### src/rtl/mc_control_unit_pkg.sv
// Shared encodings for the multicycle control unit: FSM states, RV32I opcodes,
// datapath mux selects and the ALU operation codes.
package mc_control_unit_pkg;

  typedef enum logic [2:0] {
    S_IF   = 3'd0,
    S_ID   = 3'd1,
    S_EX   = 3'd2,
    S_BR   = 3'd3,
    S_MEM  = 3'd4,
    S_WB   = 3'd5,
    S_HALT = 3'd6
  } state_t;

  typedef enum logic [3:0] {
    ALU_ADD = 4'd0,
    ALU_SUB = 4'd1,
    ALU_AND = 4'd2,
    ALU_OR  = 4'd3,
    ALU_XOR = 4'd4,
    ALU_SLL = 4'd5,
    ALU_SLR = 4'd6,
    ALU_BEQ = 4'd7,
    ALU_BNE = 4'd8,
    ALU_BLT = 4'd9,
    ALU_BGE = 4'd10
  } alu_op_t;

  localparam logic [6:0] OP_RTYPE  = 7'b0110011;
  localparam logic [6:0] OP_ITYPE  = 7'b0010011;
  localparam logic [6:0] OP_LOAD   = 7'b0000011;
  localparam logic [6:0] OP_STORE  = 7'b0100011;
  localparam logic [6:0] OP_BRANCH = 7'b1100011;
  localparam logic [6:0] OP_JAL    = 7'b1101111;
  localparam logic [6:0] OP_JALR   = 7'b1100111;
  localparam logic [6:0] OP_ECALL  = 7'b1110011;

  typedef enum logic [1:0] {
    SRC_A_PC     = 2'd0,
    SRC_A_OLD_PC = 2'd1,
    SRC_A_REG    = 2'd2
  } src_a_t;

  typedef enum logic [1:0] {
    SRC_B_REG  = 2'd0,
    SRC_B_IMM  = 2'd1,
    SRC_B_FOUR = 2'd2
  } src_b_t;

  typedef enum logic [1:0] {
    WB_ALUOUT = 2'd0,
    WB_MDR    = 2'd1,
    WB_PC     = 2'd2
  } wb_src_t;

endpackage

### src/rtl/mc_control_unit_if.sv
// Control-unit <-> datapath bundle: instruction fields and status in, mux
// selects, write strobes and debug/status flags out.
interface mc_control_unit_if;

  logic [6:0] opcode_i;
  logic [2:0] funct3_i;
  logic       funct7_5_i;
  logic       bcond_i;
  logic       mem_ready_i;
  logic       halt_req_i;

  logic [3:0] alu_op_o;
  logic [1:0] alu_src_a_o;
  logic [1:0] alu_src_b_o;
  logic [1:0] wb_src_o;
  logic       pc_write_o;
  logic       ir_write_o;
  logic       aluout_write_o;
  logic       reg_write_o;
  logic       mem_read_o;
  logic       mem_write_o;
  logic       i_or_d_o;
  logic       retire_o;
  logic       halted_o;
  logic       illegal_o;
  logic [2:0] state_o;

  // Control unit side.
  modport master (
    input  opcode_i, funct3_i, funct7_5_i, bcond_i, mem_ready_i, halt_req_i,
    output alu_op_o, alu_src_a_o, alu_src_b_o, wb_src_o,
    output pc_write_o, ir_write_o, aluout_write_o, reg_write_o,
    output mem_read_o, mem_write_o, i_or_d_o, retire_o,
    output halted_o, illegal_o, state_o
  );

  // Datapath side.
  modport slave (
    output opcode_i, funct3_i, funct7_5_i, bcond_i, mem_ready_i, halt_req_i,
    input  alu_op_o, alu_src_a_o, alu_src_b_o, wb_src_o,
    input  pc_write_o, ir_write_o, aluout_write_o, reg_write_o,
    input  mem_read_o, mem_write_o, i_or_d_o, retire_o,
    input  halted_o, illegal_o, state_o
  );

endinterface

### src/rtl/mc_control_unit_alu_op_decode.sv
// Combinational decode of opcode/funct3/funct7_5 into the ALU operation used
// in EX, plus a flag for encodings the core does not implement.
module alu_op_decode
  import mc_control_unit_pkg::*;
(
  input  logic [6:0] opcode,
  input  logic [2:0] funct3,
  input  logic       funct7_5,
  output alu_op_t    alu_op,
  output logic       illegal
);

  // Select the ALU operation from the instruction class and funct fields.
  always_comb begin
    // NOTE: defaults first so no path leaves an output unassigned, which would infer a latch.
    alu_op  = ALU_ADD;
    illegal = 1'b0;
    case (opcode)
      OP_RTYPE, OP_ITYPE: begin
        case (funct3)
          3'b000:  alu_op = (opcode == OP_RTYPE && funct7_5) ? ALU_SUB : ALU_ADD;
          3'b001:  alu_op = ALU_SLL;
          3'b100:  alu_op = ALU_XOR;
          3'b101:  alu_op = ALU_SLR;
          3'b110:  alu_op = ALU_OR;
          3'b111:  alu_op = ALU_AND;
          default: illegal = 1'b1;
        endcase
      end
      OP_BRANCH: begin
        case (funct3)
          3'b000:  alu_op = ALU_BEQ;
          3'b001:  alu_op = ALU_BNE;
          3'b100:  alu_op = ALU_BLT;
          3'b101:  alu_op = ALU_BGE;
          default: illegal = 1'b1;
        endcase
      end
      // Address and link arithmetic is a plain add; ECALL uses no ALU op.
      OP_LOAD, OP_STORE, OP_JAL, OP_JALR, OP_ECALL: alu_op = ALU_ADD;
      default: illegal = 1'b1;
    endcase
  end

endmodule

### src/rtl/mc_control_unit.sv
// Multicycle control FSM: sequences each instruction through IF/ID/EX/BR/MEM/WB,
// drives the datapath muxes and strobes, and halts on ECALL or illegal encodings.
module mc_control_unit
  import mc_control_unit_pkg::*;
(
  input  logic               clk,
  input  logic               reset,
  mc_control_unit_if.master  bus
);

  state_t  state;
  logic    halted;
  logic    illegal;
  alu_op_t dec_op;
  logic    dec_illegal;

  logic is_rtype, is_itype, is_load, is_store, is_branch, is_jal, is_jalr, is_ecall;

  assign is_rtype  = (bus.opcode_i == OP_RTYPE);
  assign is_itype  = (bus.opcode_i == OP_ITYPE);
  assign is_load   = (bus.opcode_i == OP_LOAD);
  assign is_store  = (bus.opcode_i == OP_STORE);
  assign is_branch = (bus.opcode_i == OP_BRANCH);
  assign is_jal    = (bus.opcode_i == OP_JAL);
  assign is_jalr   = (bus.opcode_i == OP_JALR);
  assign is_ecall  = (bus.opcode_i == OP_ECALL);

  alu_op_decode u_alu_op_decode (
    .opcode   (bus.opcode_i),
    .funct3   (bus.funct3_i),
    .funct7_5 (bus.funct7_5_i),
    .alu_op   (dec_op),
    .illegal  (dec_illegal)
  );

  // State register and sticky halt/illegal flags.
  always_ff @(posedge clk or posedge reset) begin
    if (reset) begin
      state   <= S_IF;
      halted  <= 1'b0;
      illegal <= 1'b0;
    end else begin
      // NOTE: non-blocking assignments so every register samples pre-edge values.
      case (state)
        S_IF:  if (bus.mem_ready_i) state <= S_ID;
        S_ID: begin
          if (is_ecall) begin
            if (bus.halt_req_i) begin
              state  <= S_HALT;
              halted <= 1'b1;
            end else begin
              state <= S_IF;
            end
          end else if (dec_illegal) begin
            state   <= S_HALT;
            halted  <= 1'b1;
            illegal <= 1'b1;
          end else begin
            state <= S_EX;
          end
        end
        S_EX: begin
          if (is_rtype || is_itype)       state <= S_WB;
          else if (is_load || is_store)   state <= S_MEM;
          else if (is_branch && bus.bcond_i) state <= S_BR;
          else                            state <= S_IF;
        end
        S_BR:   state <= S_IF;
        S_MEM:  if (bus.mem_ready_i) state <= is_load ? S_WB : S_IF;
        S_WB:   state <= S_IF;
        S_HALT: state <= S_HALT;
        default: state <= S_IF;
      endcase
    end
  end

  // Datapath controls, combinational from state, decode and handshake inputs.
  always_comb begin
    bus.alu_op_o       = ALU_ADD;
    bus.alu_src_a_o    = SRC_A_PC;
    bus.alu_src_b_o    = SRC_B_REG;
    bus.wb_src_o       = WB_ALUOUT;
    bus.pc_write_o     = 1'b0;
    bus.ir_write_o     = 1'b0;
    bus.aluout_write_o = 1'b0;
    bus.reg_write_o    = 1'b0;
    bus.mem_read_o     = 1'b0;
    bus.mem_write_o    = 1'b0;
    bus.i_or_d_o       = 1'b0;
    bus.retire_o       = 1'b0;
    // Reset aborts the current instruction, so nothing is driven while it is held.
    if (!reset) begin
      case (state)
        S_IF: begin
          bus.mem_read_o  = 1'b1;
          bus.alu_src_b_o = SRC_B_FOUR;
          bus.ir_write_o  = bus.mem_ready_i;
          bus.pc_write_o  = bus.mem_ready_i;
        end
        S_ID: bus.retire_o = is_ecall && !bus.halt_req_i;
        S_EX: begin
          bus.alu_src_a_o = SRC_A_REG;
          bus.alu_op_o    = dec_op;
          if (is_rtype) begin
            bus.aluout_write_o = 1'b1;
          end else if (is_itype || is_load || is_store) begin
            bus.alu_src_b_o    = SRC_B_IMM;
            bus.aluout_write_o = 1'b1;
          end else if (is_branch) begin
            // Not taken: PC already holds PC + 4 from IF.
            bus.retire_o = !bus.bcond_i;
          end else if (is_jal || is_jalr) begin
            // Register file captures the pre-edge PC (the link) as the PC is overwritten.
            bus.alu_src_a_o = is_jal ? SRC_A_OLD_PC : SRC_A_REG;
            bus.alu_src_b_o = SRC_B_IMM;
            bus.pc_write_o  = 1'b1;
            bus.reg_write_o = 1'b1;
            bus.wb_src_o    = WB_PC;
            bus.retire_o    = 1'b1;
          end
        end
        S_BR: begin
          bus.alu_src_a_o = SRC_A_OLD_PC;
          bus.alu_src_b_o = SRC_B_IMM;
          bus.pc_write_o  = 1'b1;
          bus.retire_o    = 1'b1;
        end
        S_MEM: begin
          bus.i_or_d_o    = 1'b1;
          bus.mem_read_o  = is_load;
          bus.mem_write_o = is_store;
          bus.retire_o    = is_store && bus.mem_ready_i;
        end
        S_WB: begin
          bus.reg_write_o = 1'b1;
          bus.wb_src_o    = is_load ? WB_MDR : WB_ALUOUT;
          bus.retire_o    = 1'b1;
        end
        default: ;
      endcase
    end
  end

  assign bus.halted_o  = halted;
  assign bus.illegal_o = illegal;
  assign bus.state_o   = state;

endmodule

### src/flat_wrapper.sv
// flat-port wrapper written by rule: the top's interface ports become plain ports
module mc_control_unit_flat import mc_control_unit_pkg::*;
  (clk, reset, bus_opcode_i, bus_funct3_i, bus_funct7_5_i, bus_bcond_i, bus_mem_ready_i, bus_halt_req_i, bus_alu_op_o, bus_alu_src_a_o, bus_alu_src_b_o, bus_wb_src_o, bus_pc_write_o, bus_ir_write_o, bus_aluout_write_o, bus_reg_write_o, bus_mem_read_o, bus_mem_write_o, bus_i_or_d_o, bus_retire_o, bus_halted_o, bus_illegal_o, bus_state_o);
  mc_control_unit_if bus_i ();
  input  logic clk;
  input  logic reset;
  input wire logic [$bits(bus_i.opcode_i)-1:0] bus_opcode_i;
  input wire logic [$bits(bus_i.funct3_i)-1:0] bus_funct3_i;
  input wire logic [$bits(bus_i.funct7_5_i)-1:0] bus_funct7_5_i;
  input wire logic [$bits(bus_i.bcond_i)-1:0] bus_bcond_i;
  input wire logic [$bits(bus_i.mem_ready_i)-1:0] bus_mem_ready_i;
  input wire logic [$bits(bus_i.halt_req_i)-1:0] bus_halt_req_i;
  output wire logic [$bits(bus_i.alu_op_o)-1:0] bus_alu_op_o;
  output wire logic [$bits(bus_i.alu_src_a_o)-1:0] bus_alu_src_a_o;
  output wire logic [$bits(bus_i.alu_src_b_o)-1:0] bus_alu_src_b_o;
  output wire logic [$bits(bus_i.wb_src_o)-1:0] bus_wb_src_o;
  output wire logic [$bits(bus_i.pc_write_o)-1:0] bus_pc_write_o;
  output wire logic [$bits(bus_i.ir_write_o)-1:0] bus_ir_write_o;
  output wire logic [$bits(bus_i.aluout_write_o)-1:0] bus_aluout_write_o;
  output wire logic [$bits(bus_i.reg_write_o)-1:0] bus_reg_write_o;
  output wire logic [$bits(bus_i.mem_read_o)-1:0] bus_mem_read_o;
  output wire logic [$bits(bus_i.mem_write_o)-1:0] bus_mem_write_o;
  output wire logic [$bits(bus_i.i_or_d_o)-1:0] bus_i_or_d_o;
  output wire logic [$bits(bus_i.retire_o)-1:0] bus_retire_o;
  output wire logic [$bits(bus_i.halted_o)-1:0] bus_halted_o;
  output wire logic [$bits(bus_i.illegal_o)-1:0] bus_illegal_o;
  output wire logic [$bits(bus_i.state_o)-1:0] bus_state_o;
  assign bus_i.opcode_i = bus_opcode_i;
  assign bus_i.funct3_i = bus_funct3_i;
  assign bus_i.funct7_5_i = bus_funct7_5_i;
  assign bus_i.bcond_i = bus_bcond_i;
  assign bus_i.mem_ready_i = bus_mem_ready_i;
  assign bus_i.halt_req_i = bus_halt_req_i;
  assign bus_alu_op_o = bus_i.alu_op_o;
  assign bus_alu_src_a_o = bus_i.alu_src_a_o;
  assign bus_alu_src_b_o = bus_i.alu_src_b_o;
  assign bus_wb_src_o = bus_i.wb_src_o;
  assign bus_pc_write_o = bus_i.pc_write_o;
  assign bus_ir_write_o = bus_i.ir_write_o;
  assign bus_aluout_write_o = bus_i.aluout_write_o;
  assign bus_reg_write_o = bus_i.reg_write_o;
  assign bus_mem_read_o = bus_i.mem_read_o;
  assign bus_mem_write_o = bus_i.mem_write_o;
  assign bus_i_or_d_o = bus_i.i_or_d_o;
  assign bus_retire_o = bus_i.retire_o;
  assign bus_halted_o = bus_i.halted_o;
  assign bus_illegal_o = bus_i.illegal_o;
  assign bus_state_o = bus_i.state_o;
  mc_control_unit u_core (.clk(clk), .reset(reset), .bus(bus_i));
endmodule
### config.mk
export PLATFORM = sky130hd
export DESIGN_NAME = mc_control_unit_flat
export DESIGN_NICKNAME = d
export VERILOG_FILES = /design/src/rtl/mc_control_unit_pkg.sv /design/src/rtl/mc_control_unit_if.sv /design/src/rtl/mc_control_unit_alu_op_decode.sv /design/src/rtl/mc_control_unit.sv /design/src/flat_wrapper.sv
export SDC_FILE = /design/constraint.sdc
export NUM_CORES = 1
export LEC_CHECK = 0
export BUFFER_PORTS_ARGS = -buffer_cell sky130_fd_sc_hd__buf_2
export CORE_MARGIN = 2
export CORE_UTILIZATION = 41
export CTS_BUF_LIST = sky130_fd_sc_hd__clkbuf_2 sky130_fd_sc_hd__clkbuf_4 sky130_fd_sc_hd__clkbuf_8
export DETAILED_ROUTE_END_ITERATION = 10
export PLACE_DENSITY = 0.78
export SYNTH_ARGS = -nofsm -noshare
export SYNTH_HDL_FRONTEND = slang
export SYNTH_SLANG_ARGS = --single-unit
### constraint.sdc
create_clock -name clk -period 1.3 [get_ports clk]
set_input_delay 0.195 -clock clk [delete_from_list [all_inputs] [get_ports clk]]
set_output_delay 0.195 -clock clk [all_outputs]
set_load 0.05 [all_outputs]
==> metrics.md, run 1 <==
| Metric | Value |
|---|---|
| Htree depth | `1` |
| RePlAce Congestion | `0.857` |
| Die H | `~45 µm` |
| HPWL Detailed | `2320 µm` |
| Mapped cell area | `706 µm²` |
| Placed Cells | `between 150 and 200` |
| Longest Clk Path Bufs | `2` |
| Run status | `did not finish` |
| Synth area leaders | `dfrtp_1, nor2_1, nand4_1` |
| # port buffers | `38` |
| Post-synth EDFFs | `0` |
| Flops & latches, synth | `5` |
| Syn avg cell area | `6.92 µm²` |
| Hold-fix buffers, CTS | `1` |
| Synth top area share | `0.177` |
| Total CTS buffers | `3` |
| Async set-reset flop share out of synthesis | `1.00` |
| Syn Inst Count | `102` |
| Yosys warns | `0` |
| # rows | `14` |
| Post-CTS Setup Bufs | `4` |
| Stopping stage | `clock tree synthesis` |
| DIE WIDTH | `45.5 µm` |
| Yosys cell types | `40` |
| Sink Count | `5` |
| Dpl cell area | `between 1000 and 1500 µm²` |
| Clock tree root driver cell | `clkbuf_4` |
| Stop Error | `[ERROR DPL-0038] Utilization greater than 100%, impossible to legalize` |
| I/O pins | `39` |
| Register area share after synthesis | `0.177` |
| Syn_nets | `118` |
| Post_cts resized | `slightly below 60` |
| Initial core utilization | `0.453` |
| Largest area contributor in the netlist | `dfrtp_1` |
| Main synth FF type | `dfrtp_1` |
-- logic make-up after synthesis --
| logic type | Yosys count | synth area share |
|---|---|---|
| simple gates | 53 | 0.454 |
| compound gates | 29 | 0.268 |
| flops | 5 | 0.177 |
| buf+inv | 13 | 0.0745 |
| xor+xnor | 1 | 0.0124 |
| mux | 1 | 0.0142 |
-- cells in the mapped netlist (2+ instances only) --
cell type / number
nand2_1: 7
nor3b_1: 2
or3_1: 2
clkbuf_2: 2
a31oi_1: 4
dfrtp_1: 5
nand2b_1: 2
nor4_1: 4
and2_1: 2
nor2_1: 11
o21ai_0: 6
nand3b_1: 2
a21oi_1: 6
nand4_1: 6
nor3_1: 6
a211o_1: 2
o211ai_1: 2
inv_1: 5
clkbuf_1: 5
-- per-stage QoR --
stage / utilization / TNS [ns] / hold WS, ns / setup WS (ns)
detailed placement: 0.829 / -4.97 / 0.240 / -0.402
global placement: 0.829 / -4.10 / 0.221 / -0.320
floorplan: - / -11.32 / -0.00159 / -0.936
==> inputs of run 2 (changes only) <==
Settings changed: CORE_AREA from default to 2 2 63 65, CORE_MARGIN 2 to default, CORE_UTILIZATION 41 to default, CTS_BUF_LIST sky130_fd_sc_hd__clkbuf_2 sky130_fd_sc_hd__clkbuf_4 sky130_fd_sc_hd__clkbuf_8 to default, DIE_AREA from default to 0 0 65 67, PLACE_DENSITY 0.78 to default, PLACE_DENSITY_LB_ADDON from default to 0.15.
Clock period 1.3 ns to 1.7 ns, I/O delays scaled along.
==> run 2 against run 1 <==
- synthesized cell count did not move
- area after synthesis unchanged
- the flow now finishes, with violations (setup timing)
==> metrics.md, run 2 <==
| Metric | Value |
|---|---|
| Clock tree root driver cell | `clkbuf_8` |
| Synth area leaders | `dfrtp_1, nor2_1, nand4_1` |
| Placed Cells | `between 200 and 250` |
| Fmax | `586 MHz` |
| Failing checks | `setup timing` |
| Htree depth | `1` |
| Clock transition at path regs | `0.04 ns` |
| Required @ worst endpoint | `1.44 ns` |
| # port buffers | `38` |
| Placeable Area | `3610 µm²` |
| Logic gate share of total power | `0.709` |
| Worst slew pin tran | `0.293 ns` |
| First-pass GRT wire length | `between 4000 and 5000 µm` |
| DIE WIDTH | `about 65 µm` |
| Pwr dens | `~1100 nW/µm²` |
| Skew-Pair Late Insertion Delay | `0.22 ns` |
| Most frequent cells in the layout | `buf_4, buf_2, buf_6, nor2_1, nand2_1` |
| Die H | `67 µm` |
| Sequential power share | `0.146` |
| # rows | `22` |
| CP Capture Type | `output port` |
| P&R area growth vs syn | `100%` |
| # setup viols final | `2` |
| HPWL Detailed | `2310 µm` |
| Syn Inst Count | `102` |
| Hold-fix buffers, CTS | `0` |
| Share of cells above drive strength 1 | `0.594` |
| Inserted Diodes | `0` |
| Mapped cell area | `706 µm²` |
| Flops & latches, synth | `5` |
| Placement Setup Slack | `-0.0581 ns` |
| Vias/cell | `4.76` |
| Sink Count | `5` |
| Maximum VDD drop | `0.359 mV` |
| Final Cycle Share | `1.00` |
| Synth top area share | `0.177` |
| Final Hold Vio Count | `0` |
| Final setup margin | `-0.00643 ns` |
| TritonCTS clock tree | `done` |
| Main synth FF type | `dfrtp_1` |
| Startpoint Class | `flop` |
| Worst Hold Class | `input port to asynchronous set/reset pin` |
| # nets final | `182` |
| Maximum number of pins on one net before global-route repair | `10` |
| Initial antenna violation count | `0` |
| Crit path DAT | `between 1 and 1.5 ns` |
| Longest Clk Path Bufs | `2` |
| Syn_nets | `118` |
| # DRC | `0` |
| Crit path max-delay family | `buffers and inverters` |
| I/O pins | `39` |
| Clock skew | `around 0.0016 ns` |
| Largest stage delay on the critical path | `around 0.42 ns` |
| CP cell instances | `buf_6 > nand4_1 > buf_6 > nor4_4 > buf_6` |
| Grt total ovfl | `0` |
| Overall die area | `between 4000 and 5000 µm²` |
| # fillers | `a little under 400` |
| RSZ-0062 raised after global routing | `yes` |
| Worst path bufs/invs | `3` |
| DRT Pass-1 Iters | `4` |
| Routed WL per cell | `around 14 µm` |
| Vias after detailed routing | `1013` |
| Largest area contributor in the netlist | `dfrtp_1` |
| Post-synth EDFFs | `0` |
| Final wirelength | `2910 µm` |
| Detail Route Antenna Nets | `0` |
| Slew Limit Headroom | `0.804` |
| Switching Fraction | `0.521` |
| Most frequent cell after synthesis | `nor2_1` |
| Total CTS buffers | `3` |
| Final Max Tran Viols | `0` |
| GRT Resource Usage Total | `0.142` |
| Yosys warns | `0` |
| Minimum clock period | `1.71 ns` |
| Total negative slack | `-0.00671 ns` |
| Static leakage | `~0.59 nW` |
| Async set-reset flop share out of synthesis | `1.00` |
| Int Pwr | `0.713 mW` |
| Critical path's most frequent cell | `buf_6` |
| Number of max-cap violations | `0` |
| Sw power | `0.776 mW` |
| Critical path type | `flop to output port` |
| Final Non-Filler Cells | `213` |
| Run status | `finished with violations` |
| Register area share after synthesis | `0.177` |
| Worst hold margin | `between 0.1 and 0.15 ns` |
| Yosys cell types | `40` |
| Syn avg cell area | `6.92 µm²` |
| Top cells by count, synth | `nor2_1, nand2_1` |
| Commonest non-fill, non-tap cell in the layout | `buf_4` |
| Initial core utilization | `0.196` |
| Clk network pwr share | `0.145` |
| RePlAce Congestion | `0.750` |
| Crit path max fanout | `8` |
| Vias in the first global route | `approximately 1.1k` |
| Worst path slowest cell | `dfrtp_2` |
| Max reg flops | `3` |
| DRT iter0 DRCs | `39` |
==> run 2: layout make-up <==
class	instances	area, µm²	share of cell area
well taps	48	60.1	0.0426
flip-flops and latches	5	129	0.0913
multi-input cells	84	652	0.462
clock buffers	4	45.0	0.0319
repair buffers	67	502	0.355
inverters	5	23.8	0.0168
==> run 2: path summary, 6_finish.rpt <==
kind / from / endpoint / slack [ns] / cells after the start
min in group clk: bus_mem_ready_i / u_core.bus.state_o[2] / 0.40 / 3
max: u_core.bus.state_o[1] / bus_alu_op_o[2] / -0.006 / 5
min: reset / u_core.bus.state_o[0] / 0.12 / 3
min reg2reg: u_core.bus.illegal_o / u_core.bus.illegal_o / 0.46 / 1
max in group asynchronous: reset / u_core.bus.state_o[1] / 1.46 / 3
max reg2reg: u_core.bus.state_o[0] / u_core.bus.halted_o / 0.23 / 5
==> run 2: power by group through the flow <==
stage	clock network, mW	logic (mW)	registers, mW
global route	0.232	1.13	0.223
finish	0.216	1.06	0.217
detailed placement	0	0.912	0.219
CTS	0.220	1.02	0.210
global placement	0	0.908	0.219
floorplan	0	0.592	0.296
==> run 2: worst register-to-register path: cells and delay by family (launching register included) <==
family,cells,cell delay (ns)
compound gates,2,0.40
buf+inv,1,0.18
simple gates,2,0.41
flops,1,0.43
==> run 2: what timing repair did <==
action,in CTS,in global routing
hold endpoints to repair,0,0
setup endpoints to repair,13,15
pin swaps,6,3
buffers inserted,2,0
gates resized for setup,20,23
==> run 2: through the flow <==
step           utilization  area [µm²]  power, mW
2_1_floorplan            -         828      0.889
5_1_grt              0.391        1410       1.58
3_3_place_gp         0.340        1230       1.13
6_report             0.391        1410       1.49
3_5_place_dp         0.340        1230       1.13
4_1_cts              0.373        1350       1.45
==> run 2: cell families after synthesis <==
kind of cell / count (synthesis) / share of synthesized area
xor gates and xnor gates: 1 / 0.0124
muxes: 1 / 0.0142
buffers and inverters: 13 / 0.0745
DFF: 5 / 0.177
and+or+nand+nor: 53 / 0.454
AOI/OAI and AO/OA: 29 / 0.268
==> run 2: layer usage <==
layer / global-route usage / vias to the layer above / share of wire
li1: - / 511 / -
met3: 0.0118 / 0 / 0.032
met4: 0.0319 / 0 / 0
met5: 0 / - / 0
met2: 0.262 / 24 / 0.51
met1: 0.179 / 478 / 0.46
Note: power is estimated with default switching activity, not from simulation.
==> inputs of run 3 (changes only) <==
Settings changed: CELL_PAD_IN_SITES_DETAIL_PLACEMENT from default to 0, CELL_PAD_IN_SITES_GLOBAL_PLACEMENT from default to 1, SKIP_LAST_GASP from default to 1.
==> run 3 against run 2 <==
- the run still ends with setup timing left
- non-clock buffer count is 4 lower
- core utilization is 1.3 points lower
- via count hardly changed
- clock skew is 0.0011 ns higher
- wire length is 4.8% lower
- sequential share of layout area is 0.31 points higher
- setup slack worse by 0.023 ns
- clock power is 2% higher
- final cell count is 1.9% lower
- critical path depth is 1 lower
- global-route usage is 0.51 points lower
- largest cell class unchanged
==> metrics.md, run 3 (synthesis results as in run 2) <==
| Metric | Value |
|---|---|
| GR Layer Usage met2 | `0.251` |
| # nets final | `178` |
| I/O pins | `39` |
| Minimum clock period | `1.73 ns` |
| DRT Pass-1 Iters | `3` |
| Vias after detailed routing | `1014` |
| Startpoint Class | `flop` |
| Final Hold Vio Count | `0` |
| # rows | `22` |
| Die H | `67 µm` |
| DRT iter0 DRCs | `17` |
| Required @ worst endpoint | `between 1 and 1.5 ns` |
| Detail Route Antenna Nets | `0` |
| CP cell instances | `inv_2 > or3_1 > a21oi_4 > buf_4` |
| Final Cycle Share | `1.02` |
| DIE WIDTH | `65 µm` |
| Largest stage delay on the critical path | `0.43 ns` |
| Placeable Area | `3610 µm²` |
| First-pass GRT wire length | `approximately 4600 µm` |
| Grt total ovfl | `0` |
| # DRC | `0` |
| RSZ-0062 raised after global routing | `yes` |
| Final wirelength | `2770 µm` |
| Failing checks | `setup timing` |
| Htree depth | `1` |
| TritonCTS clock tree | `done` |
| Static leakage | `roughly 0.56 nW` |
| Worst path slowest cell | `or3_1` |
| Routed WL per cell | `roughly 13 µm` |
| Run status | `finished with violations` |
| P&R area growth vs syn | `93.4%` |
| # fillers | `395` |
| Design Power | `1.44 mW` |
| RePlAce Congestion | `0.790` |
| Slew Limit Headroom | `0.809` |
| Sink Count | `5` |
| Critical path type | `flop to output port` |
| Fmax | `around 580 MHz` |
| Clock tree root driver cell | `clkbuf_8` |
| Commonest non-fill, non-tap cell in the layout | `buf_4` |
| Final setup margin | `-0.0297 ns` |
| Max reg flops | `3` |
| Share of cells above drive strength 1 | `0.571` |
| GRT Resource Usage Total | `0.137` |
| Initial core utilization | `0.196` |
| Maximum number of pins on one net before global-route repair | `12` |
| Worst hold margin | `0.132 ns` |
| Inserted Diodes | `0` |
| Worst Hold Class | `input port to asynchronous set/reset pin` |
| Worst slew pin tran | `0.286 ns` |
| Pwr dens | `1050 nW/µm²` |
| Initial antenna violation count | `0` |
| Maximum VDD drop | `0.245 mV` |
| Total CTS buffers | `3` |
| Crit path DAT | `1.47 ns` |
| Vias in the first global route | `1028` |
| Crit path max fanout | `5` |
| # setup viols final | `4` |
| Grt met3 use | `0.0186` |
| Final Max Tran Viols | `0` |
| Longest Clk Path Bufs | `2` |
| Overall die area | `4360 µm²` |
| Most used routing layer | `met2` |
| CP Capture Type | `output port` |
| Clock transition at path regs | `0.04 ns` |
| HPWL Detailed | `2220 µm` |
| Vias/cell | `4.85` |
| Clock skew | `around 0.0027 ns` |
| # port buffers | `38` |
| Most frequent cells in the layout | `buf_4, buf_2, nor2_1, buf_6, nand2_1` |
| Routing usage on met1 | `0.167` |
| Skew-Pair Late Insertion Delay | `approximately 0.22 ns` |
| Number of max-cap violations | `0` |
run 3: final cells by class:
cell class	instances	area [µm²]	area share
multi-input cells	84	647	0.474
flip-flops and latches	5	129	0.0944
well taps	48	60.1	0.0440
inverters	5	21.3	0.0156
repair buffers	63	463	0.339
clock buffers	4	45.0	0.0330
run 3: what timing repair did:
action,4_1_cts,5_1_grt
hold buffers,0,0
setup endpoints to repair,11,17
setup buffers,4,0
resized for setup,15,21
pin swaps,2,4
run 3: routing by layer:
layer | part of all wire | wire length [µm]
met5 | 0 | 0
met4 | 0.016 | 43
met1 | 0.44 | 1230
met2 | 0.50 | 1390
met3 | 0.041 | 113
run 3: final timing paths:
check                           cells after the start                   from  slack, ns                     to
worst max-delay path                                4  u_core.bus.state_o[0]      -0.03        bus_reg_write_o
worst min-delay path                                3                  reset       0.13  u_core.bus.state_o[0]
worst max register to register                      5  u_core.bus.state_o[1]       0.25    u_core.bus.halted_o
worst min register to register                      1    u_core.bus.halted_o       0.46    u_core.bus.halted_o
max in group asynchronous                           3                  reset       1.45  u_core.bus.state_o[2]
min in group clk                                    3        bus_mem_ready_i       0.39  u_core.bus.state_o[2]
run 3: power breakdown:
part | internal (mW) | switching (mW) | leakage (nW) | total [mW]
clock network | 0.161 | 0.0587 | 0.0228 | 0.220
registers | 0.158 | 0.0536 | 0.0525 | 0.211
logic | 0.358 | 0.646 | 0.486 | 1.00
run 3: through the flow:
stage               TNS [ns]  area [µm²]  utilization  instances  setup slack [ns]
global placement      -0.282        1190        0.331        201           -0.0716
finish               -0.0464        1370        0.379        209           -0.0297
detailed placement    -0.432        1190        0.331        201           -0.0919
global route          -0.593        1370        0.379        209           -0.0818
CTS                   -0.114        1320        0.365        209           -0.0413
floorplan              -5.62         828            -        102            -0.596
run 3: critical path: cells and delay by family (launching register included):
| kind | cells | cell delay [ns] |
|---|---|---|
| and+or+nand+nor | 1 | 0.43 |
| AOI/OAI and AO/OA | 1 | 0.14 |
| buffers and inverters | 2 | 0.27 |
| DFF | 1 | 0.40 |
==> inputs of run 4 (changes only) <==
Settings changed: SYNTH_HIERARCHICAL from default to 1.
==> run 4 against run 3 <==
- the run still ends with setup timing left
- sequential share of layout area is 1.1 points lower
- combinational power is 16% higher
- count of clock-buffer cells in the layout stayed put
- largest cell class unchanged
- die area stayed put
- highest routed layer is now met3
- first-iteration DRC count is 12% lower
- core utilization is 4.9 points higher
- maximum frequency is 2.5% lower
- setup slack worse by 0.045 ns
- wire length is 6.0% higher
- critical path depth is 1 higher
- clock skew hardly changed
==> metrics.md, run 4 <==
| Metric | Value |
|---|---|
| Post-synth EDFFs | `0` |
| Final Hold Vio Count | `0` |
| RePlAce Congestion | `0.870` |
| Skew-Pair Late Insertion Delay | `~0.22 ns` |
| Maximum VDD drop | `~0.31 mV` |
| # DRC | `0` |
| Final Cycle Share | `1.04` |
| Top cells by count, synth | `nor2_1, and2_1, nand2_1, a21oi_1, dfrtp_1` |
| Failing checks | `setup timing` |
| Design Power | `1.56 mW` |
| Syn avg cell area | `around 7.5 µm²` |
| Flops & latches, synth | `5` |
| Worst hold margin | `0.187 ns` |
| Vias in the first global route | `1040` |
| Run status | `finished with violations` |
| Required @ worst endpoint | `1.44 ns` |
| Clock skew | `roughly 0.0028 ns` |
| DIE WIDTH | `65 µm` |
| Startpoint Class | `flop` |
| Yosys warns | `6` |
| HPWL Detailed | `2270 µm` |
| First-pass GRT wire length | `~4800 µm` |
| Commonest non-fill, non-tap cell in the layout | `buf_4` |
| Final setup margin | `-0.0744 ns` |
| Yosys cell types | `48` |
| Max reg flops | `3` |
| Initial core utilization | `0.217` |
| Vias/cell | `4.68` |
| Largest stage delay on the critical path | `0.44 ns` |
| Crit path max-delay family | `flip-flops` |
| Initial antenna violation count | `0` |
| P&R area growth vs syn | `97.3%` |
| Overall die area | `4360 µm²` |
| RSZ-0062 raised after global routing | `yes` |
| Setup slack, reg-to-reg | `0.16 ns` |
| Largest area contributor in the netlist | `dfrtp_1` |
| Final wirelength | `a little under 3000 µm` |
| Synth top area share | `0.160` |
| Pwr dens | `between 1000 and 1500 nW/µm²` |
| Most frequent cells in the layout | `buf_4, buf_2, buf_6` |
| Synth area leaders | `dfrtp_1, and2_1, nor2_1` |
| I/O pins | `39` |
| Worst path slowest cell | `dfrtp_2` |
| Crit path max fanout | `6` |
| Critical path type | `flop to output port` |
| TritonCTS clock tree | `done` |
| Number of max-cap violations | `0` |
| DRT Pass-1 Iters | `4` |
| Longest Clk Path Bufs | `2` |
| Most frequent cell after synthesis | `nor2_1` |
| Placeable Area | `3610 µm²` |
| Worst slew pin tran | `0.382 ns` |
| Vias after detailed routing | `1025` |
| Worst path bufs/invs | `2` |
| Main synth FF type | `dfrtp_1` |
| Maximum number of pins on one net before global-route repair | `13` |
| Inserted Diodes | `0` |
| Total CTS buffers | `3` |
| # rows | `22` |
| Detail Route Antenna Nets | `0` |
| Crit path DAT | `1.52 ns` |
| Die H | `approximately 67 µm` |
| # port buffers | `38` |
| Final Cell Area | `1540 µm²` |
| Fmax | `564 MHz` |
| Slew Limit Headroom | `0.745` |
| CP Capture Type | `output port` |
| Syn_nets | `120` |
| Async set-reset flop share out of synthesis | `1.00` |
| Worst Hold Class | `input port to asynchronous set/reset pin` |
| Htree depth | `1` |
| # setup viols final | `11` |
| CP cell instances | `buf_4 > nor2_2 > nand2_2 > a211oi_4 > buf_6` |
| GRT Resource Usage Total | `0.140` |
| Mapped cell area | `781 µm²` |
| # nets final | `188` |
| Routed WL per cell | `13.4 µm` |
| Minimum clock period | `about 1.8 ns` |
| Dpl cell area | `1250 µm²` |
| Final Max Tran Viols | `0` |
| Static leakage | `0.678 nW` |
| DRT iter0 DRCs | `15` |
| Clock transition at path regs | `0.04 ns` |
| Syn Inst Count | `about 100` |
| Grt total ovfl | `0` |
| Hold-fix buffers, CTS | `0` |
| Sink Count | `5` |
| Register area share after synthesis | `0.160` |
| Share of cells above drive strength 1 | `0.655` |
| Clock tree root driver cell | `clkbuf_8` |
[run 4: changes by cell type after synthesis, moves of 3 or more]
cell	before	now
clkbuf_1	5	0
nor4_1	4	0
and2_1	2	11
nor3_1	6	2
o21ai_0	6	3
nand4_1	6	2
[run 4: metal layers]
layer	up-vias	track usage	wire, µm
met4	0	0.00798	0
met3	0	0.0321	144
met2	28	0.273	1540
met5	-	0	0
li1	518	-	-
met1	479	0.160	1260
[run 4: power by group]
group          total, mW  switching (mW)  internal, mW
Combinational       1.16           0.669         0.491
Clock              0.220          0.0588         0.161
Sequential         0.182          0.0303         0.151
Total               1.56           0.758         0.804
[run 4: tightest hold or removal path, delay by kind of cell]
kind	cells	cell delay [ns]
buffers and inverters	3	0.47
[run 4: path summary, 6_finish.rpt]
check / from / to / cells past startpoint
setup / recovery: u_core/bus.state_o[1] / bus_pc_write_o / 5
min in group clk: bus_halt_req_i / u_core/bus.state_o[2] / 4
setup reg to reg: u_core/bus.state_o[0] / u_core/bus.state_o[2] / 6
max in group asynchronous: reset / u_core/bus.state_o[1] / 3
hold reg to reg: u_core/bus.halted_o / u_core/bus.halted_o / 1
hold / removal: reset / u_core/bus.state_o[0] / 3
[run 4: cell type report]
class | count | area, µm²
repair buffers | 67 | 527
fillers | 385 | 2070
well taps | 48 | 60.1
clock buffers | 4 | 45.0
inverters | 3 | 11.3
flip-flops and latches | 5 | 129
multi-input cells | 92 | 768
[run 4: kinds of logic after synthesis]
| group | Yosys count | share of synthesized area |
|---|---|---|
| buffers and inverters | 7 | 0.0385 |
| AND/OR/NAND/NOR | 61 | 0.495 |
| AO/OA/AOI/OAI | 29 | 0.274 |
| flip-flops | 5 | 0.160 |
| multiplexers | 2 | 0.0320 |
[run 4: what timing repair did]
action | 4_1_cts | 5_1_grt
gates resized for setup | 34 | 26
buffers inserted | 6 | 1
endpoints found under the setup margin | 15 | 18
pin swaps | 6 | 4
[run 4: per-stage QoR]
stage / instances / TNS [ns] / utilization / setup WS (ns)
6_report: 219 / -0.377 / 0.427 / -0.0744
5_1_grt: 219 / -1.11 / 0.427 / -0.127
4_1_cts: 218 / -0.182 / 0.404 / -0.0591
3_5_place_dp: 208 / -0.146 / 0.347 / -0.0711
3_3_place_gp: 208 / -0.0902 / 0.347 / -0.0551
2_1_floorplan: 104 / -0.364 / - / -0.180
